<file path="config.mk">
export PLATFORM = sky130hd
export DESIGN_NAME = sqrt_10bit_iter
export DESIGN_NICKNAME = d
export VERILOG_FILES = /design/src/rtl/sqrt_pkg.sv /design/src/rtl/sqrt_step.sv /design/src/rtl/sqrt_10bit_iter.sv
export SDC_FILE = /design/constraint.sdc
export NUM_CORES = 1
export LEC_CHECK = 0
export CAP_MARGIN = 20
export CORE_MARGIN = 4
export CORE_UTILIZATION = 57
export DETAILED_ROUTE_END_ITERATION = 8
export PLACE_DENSITY_LB_ADDON = 0.3
export SYNTH_ARGS = -nofsm -noshare
export SYNTH_HDL_FRONTEND = slang
export SYNTH_SLANG_ARGS = --single-unit
</file>
<file path="constraint.sdc">
create_clock -name clk -period 5.31 [get_ports clk]
set_input_delay 1.062 -clock clk [delete_from_list [all_inputs] [get_ports clk]]
set_output_delay 1.062 -clock clk [all_outputs]
set_load 0.01 [all_outputs]
</file>
<file path="src/rtl/sqrt_pkg.sv">
// Shared widths and FSM encoding for the iterative 10-bit integer square root.
package sqrt_pkg;
  localparam int IN_W   = 10;
  localparam int ROOT_W = IN_W / 2;
  localparam int REM_W  = ROOT_W + 1;
  localparam int ACC_W  = ROOT_W + 2;

  typedef enum logic [1:0] {
    IDLE = 2'd0,
    CALC = 2'd1,
    DONE = 2'd2
  } state_t;
endpackage

</file>
<file path="src/rtl/sqrt_step.sv">
// One restoring digit-by-digit square-root iteration: shift in a radicand pair,
// trial-subtract (q<<2)|1, and produce the next partial root and remainder.
module sqrt_step
  import sqrt_pkg::*;
#(
  parameter int ROOT_W = sqrt_pkg::ROOT_W
) (
  input  logic [ROOT_W+1:0] r_in,
  input  logic [ROOT_W-1:0] q_in,
  input  logic [1:0]        pair,
  output logic [ROOT_W+1:0] r_out,
  output logic [ROOT_W-1:0] q_out
);
  localparam int ACC_W = ROOT_W + 2;

  logic [ACC_W-1:0] r_sh;
  logic [ACC_W-1:0] t;
  logic             ge;

  // Partial remainder never exceeds 2*q, so the top bits shifted out are zero.
  always_comb begin
    r_sh  = ACC_W'({r_in, pair});
    t     = {q_in, 2'b01};
    ge    = (r_sh >= t);
    r_out = ge ? (r_sh - t) : r_sh;
    q_out = {q_in[ROOT_W-2:0], ge};
  end
endmodule

</file>
<file path="src/rtl/sqrt_10bit_iter.sv">
// Iterative unsigned integer square root: one root bit per CALC cycle, MSB pair first.
// Handshake: start is sampled only in IDLE/DONE; done pulses one cycle with root/rem valid, which then hold until the next completion.
module sqrt_10bit_iter
  import sqrt_pkg::*;
#(
  parameter int IN_W   = sqrt_pkg::IN_W,
  parameter int ROOT_W = IN_W / 2
) (
  input  logic              clk,
  input  logic              rst,
  input  logic              start,
  input  logic [IN_W-1:0]   x,
  output logic [ROOT_W-1:0] root,
  output logic [ROOT_W:0]   rem,
  output logic              busy,
  output logic              done,
  output state_t            dbg_state
);
  localparam int REM_W = ROOT_W + 1;
  localparam int ACC_W = ROOT_W + 2;
  localparam int CNT_W = $clog2(ROOT_W + 1);

  state_t            state_q, state_d;
  logic [IN_W-1:0]   x_q, x_d;
  logic [ACC_W-1:0]  r_q, r_d, r_nxt;
  logic [ROOT_W-1:0] q_q, q_d, q_nxt;
  logic [CNT_W-1:0]  cnt_q, cnt_d;
  logic [ROOT_W-1:0] root_q, root_d;
  logic [REM_W-1:0]  rem_q, rem_d;
  logic [1:0]        pair;

  assign pair = 2'(x_q >> {cnt_q, 1'b0});

  sqrt_step #(.ROOT_W(ROOT_W)) u_step (
    .r_in  (r_q),
    .q_in  (q_q),
    .pair  (pair),
    .r_out (r_nxt),
    .q_out (q_nxt)
  );

  always_comb begin
    state_d = state_q;
    x_d     = x_q;
    r_d     = r_q;
    q_d     = q_q;
    cnt_d   = cnt_q;
    root_d  = root_q;
    rem_d   = rem_q;
    case (state_q)
      IDLE, DONE: begin
        state_d = IDLE;
        if (start) begin
          state_d = CALC;
          x_d     = x;
          r_d     = '0;
          q_d     = '0;
          cnt_d   = CNT_W'(ROOT_W - 1);
        end
      end
      CALC: begin
        r_d = r_nxt;
        q_d = q_nxt;
        if (cnt_q == '0) begin
          state_d = DONE;
          root_d  = q_nxt;
          rem_d   = r_nxt[REM_W-1:0];
        end else begin
          cnt_d = cnt_q - CNT_W'(1);
        end
      end
      default: state_d = IDLE;
    endcase
  end

  always_ff @(posedge clk or posedge rst) begin
    if (rst) begin
      state_q <= IDLE;
      x_q     <= '0;
      r_q     <= '0;
      q_q     <= '0;
      cnt_q   <= '0;
      root_q  <= '0;
      rem_q   <= '0;
    end else begin
      state_q <= state_d;
      x_q     <= x_d;
      r_q     <= r_d;
      q_q     <= q_d;
      cnt_q   <= cnt_d;
      root_q  <= root_d;
      rem_q   <= rem_d;
    end
  end

  assign root      = root_q;
  assign rem       = rem_q;
  assign busy      = (state_q == CALC);
  assign done      = (state_q == DONE);
  assign dbg_state = state_q;
endmodule

</file>
==> run summary <==
vias in the first global route - 1557
cell row count - 20
Placer Congestion - 0.906
Overflow after GRT - 0
power per cell area - 713 mW/mm²
area occupied by multi-input gates - 877 µm²
layout cells sized above 1 - 0.0811
WP data arrival - 3.45 ns
hold-fix buffers at CTS - 0
clock sink count - 36
CP Data Required Time - 5.54 ns
drt first-iter violations - 83
Initial Utilization - 0.604
Slew HR - 0.385
Worst Max-Slew Pin Slew - 0.923 ns
H-tree level count - 2
CP endpoint kind - flip-flop
top post-synthesis cells by area - dfrtp_1 48%, nand2_1 9.8%, ha_1 6.0%, o21ai_0 4.0%, mux2_4 3.2%
root buffer cell - clkbuf_4
Syn Inst Count - 194
synth unique cells - 39
max-slew violation count - 0
port bufs - 27
logic gate share of total power - 0.580
CP cell instances - inv_1 > or3_1 > and2_1 > ha_1 > a31oi_1 > o21ai_0 > a221oi_2 > mux2i_1 > mux2_4
post-synth top area cell - dfrtp_1
top cell type's share of synthesized area - 0.480
EDFF count, synth - 0
final wirelength - 3930 µm
DIE WIDTH - 65.4 µm
Yosys reg bits - 36
Top delay family on crit path - compound AO/OA/AOI/OAI gates
number of diodes - 0
ys flop type - dfrtp_1
Async SR Flop Fraction - 1.00
most common cell in the netlist - nand2_1
router iterations before antenna repair - 4
CTS max path bufs - 2
setup TNS - 0 ns
initial antenna violation count - 0
GRT Resource Usage Total - 0.223
clock-pin slew on the worst setup and hold paths - 0.12 ns
worst setup path class - reg2reg
Layout area overhead - 18.5%
Internal Power - 0.890 mW
outcome - finished, final reports clean
worst hold path type - reg2reg
later-pin clock latency in the skew report - 0.35 ns
Final setup viols - 0
RSZ-0062 raised after global routing - false
die area - 0.00427 mm²
clock network fraction of design power - 0.101
dpl hpwl - 2970 µm
WP buf/inv - 1
Avg Cell Area, Syn - 9.67 µm²
Seq pwr share - 0.319
Seq/Total Area, Yosys - 0.480
core box area - 0.00310 mm²
Reg area - 901 µm²
top cells by count, synth - 49 x nand2_1, 36 x dfrtp_1, 15 x o21ai_0, 11 x inv_1, 9 x ha_1
slowest stage cell, crit path - a221oi_2
vias per cell - 5.48
Post-CTS Setup Inserts - 0
crit path time final - 3.21 ns
Hold Fails Final Rpt - 0
f_max - 0.311 GHz
# IOs - 28
VDD IR max - 0.396 mV
Critical Path Start Type - flip-flop
Yosys warnings - 0
switching power - 0.694 mW
post_cts resized - 0
CP max stage delay - 0.80 ns
sw frac - 0.438
Fin Hold WS - 0.487 ns
DRT antenna net count - 0
Mapped Area - 0.00188 mm²
Routed wire per std cell - 14.8 µm
leak pwr - 1.02 nW
nets@finish - 243
largest net degree at the start of global routing - 37
Max Cap Viol - 0
crit share post-route - 0.605
Post-route DRC - 0
crit path max fanout - 11
total number of vias - 1459
Num CTS Buffers - 5
CTS tree - yes
net count after synthesis - 216
clock skew - 0.00774 ns
first-pass GRT wire length - 7270 µm
die height - 65.4 µm
Filler cells - 254
cell families (layout without fill, tap and decap cells):
group                    Yosys count  after routing  share of synthesized area
XOR/XNOR                           3              3                     0.0140
multiplexers                       9              9                     0.0587
AND/OR/NAND/NOR                   77             77                      0.189
flip-flops                        36             36                      0.480
buffers and inverters             20             48                     0.0520
AO/OA/AOI/OAI                     40             40                      0.146
adder cells (fa/ha/maj)            9              9                     0.0600
cells in the final DEF (no fill, tap or decap), types with 3 or more instances in the layout:
| cell type | instances |
|---|---|
| a21oi_1 | 6 |
| clkbuf_4 | 5 |
| clkdlybuf4s50_1 | 27 |
| dfrtp_1 | 36 |
| ha_1 | 9 |
| inv_1 | 11 |
| mux2_4 | 4 |
| mux2i_1 | 5 |
| nand2_1 | 49 |
| nand2b_1 | 4 |
| nand3_1 | 3 |
| nor2_1 | 6 |
| o21ai_0 | 15 |
| xnor2_1 | 3 |
worst reg2reg max path: cells and delay by family (launching register included):
family / cells / cell delay (ns)
flip-flops: 1 / 0.53
multiplexers: 2 / 0.55
AND/OR/NAND/NOR: 2 / 0.60
adder cells (fa/ha/maj): 1 / 0.20
buffers and inverters: 1 / 0.14
AO/OA/AOI/OAI: 3 / 1.08
state kept, by name, indices dropped and copies added (netlist names):
signal     cells
x_q           10
root           5
rem            6
cnt_q          3
dbg_state      2
r_q            5
q_q            5
power by group through the flow:
stage / combinational, mW / clock (mW) / sequential (mW)
2_1_floorplan: 0.692 / 0 / 0.492
3_3_place_gp: 0.872 / 0 / 0.501
3_5_place_dp: 0.916 / 0 / 0.509
4_1_cts: 0.924 / 0.163 / 0.504
5_1_grt: 1.03 / 0.180 / 0.523
6_report: 0.918 / 0.161 / 0.505
area by class of cell:
cell class	instances	share of cell area
Clock buffer	6	0.0231
Clock inverter	2	0.00676
Inverter	12	0.0203
Multi-Input combinational cell	138	0.395
Sequential cell	36	0.405
Tap cell	44	0.0248
Timing Repair Buffer	28	0.125
per-stage QoR:
step           total power [mW]  setup slack [ns]  cells   util  cell area, µm²
3_3_place_gp               1.37              2.30    258  0.695            2160
6_report                   1.58              2.10    266  0.716            2220
2_1_floorplan              1.18              2.76    194      -            1880
3_5_place_dp               1.42              2.14    258  0.695            2160
4_1_cts                    1.59              2.11    266  0.716            2220
5_1_grt                    1.73              1.84    266  0.716            2220
worst paths after layout:
check,from,to,slack [ns],depth (start not counted)
worst max-delay path,cnt_q[1],rem[1],2.10,9
worst min-delay path,root[4],root[4],0.49,2
worst max register to register,cnt_q[1],rem[1],2.10,9
worst min register to register,root[4],root[4],0.49,2
max in group asynchronous,rst,r_q[1],3.89,3
min in group asynchronous,rst,root[1],1.11,3
metal layers:
| metal | vias to the layer above | routed length (µm) | track usage |
|---|---|---|---|
| met4 | 0 | 85 | 0.0674 |
| met2 | 40 | 1850 | 0.355 |
| li1 | 710 | - | - |
| met1 | 697 | 1800 | 0.283 |
| met3 | 12 | 194 | 0.0821 |
| met5 | - | 0 | 0 |
Note: power is estimated with default switching activity, not from simulation.
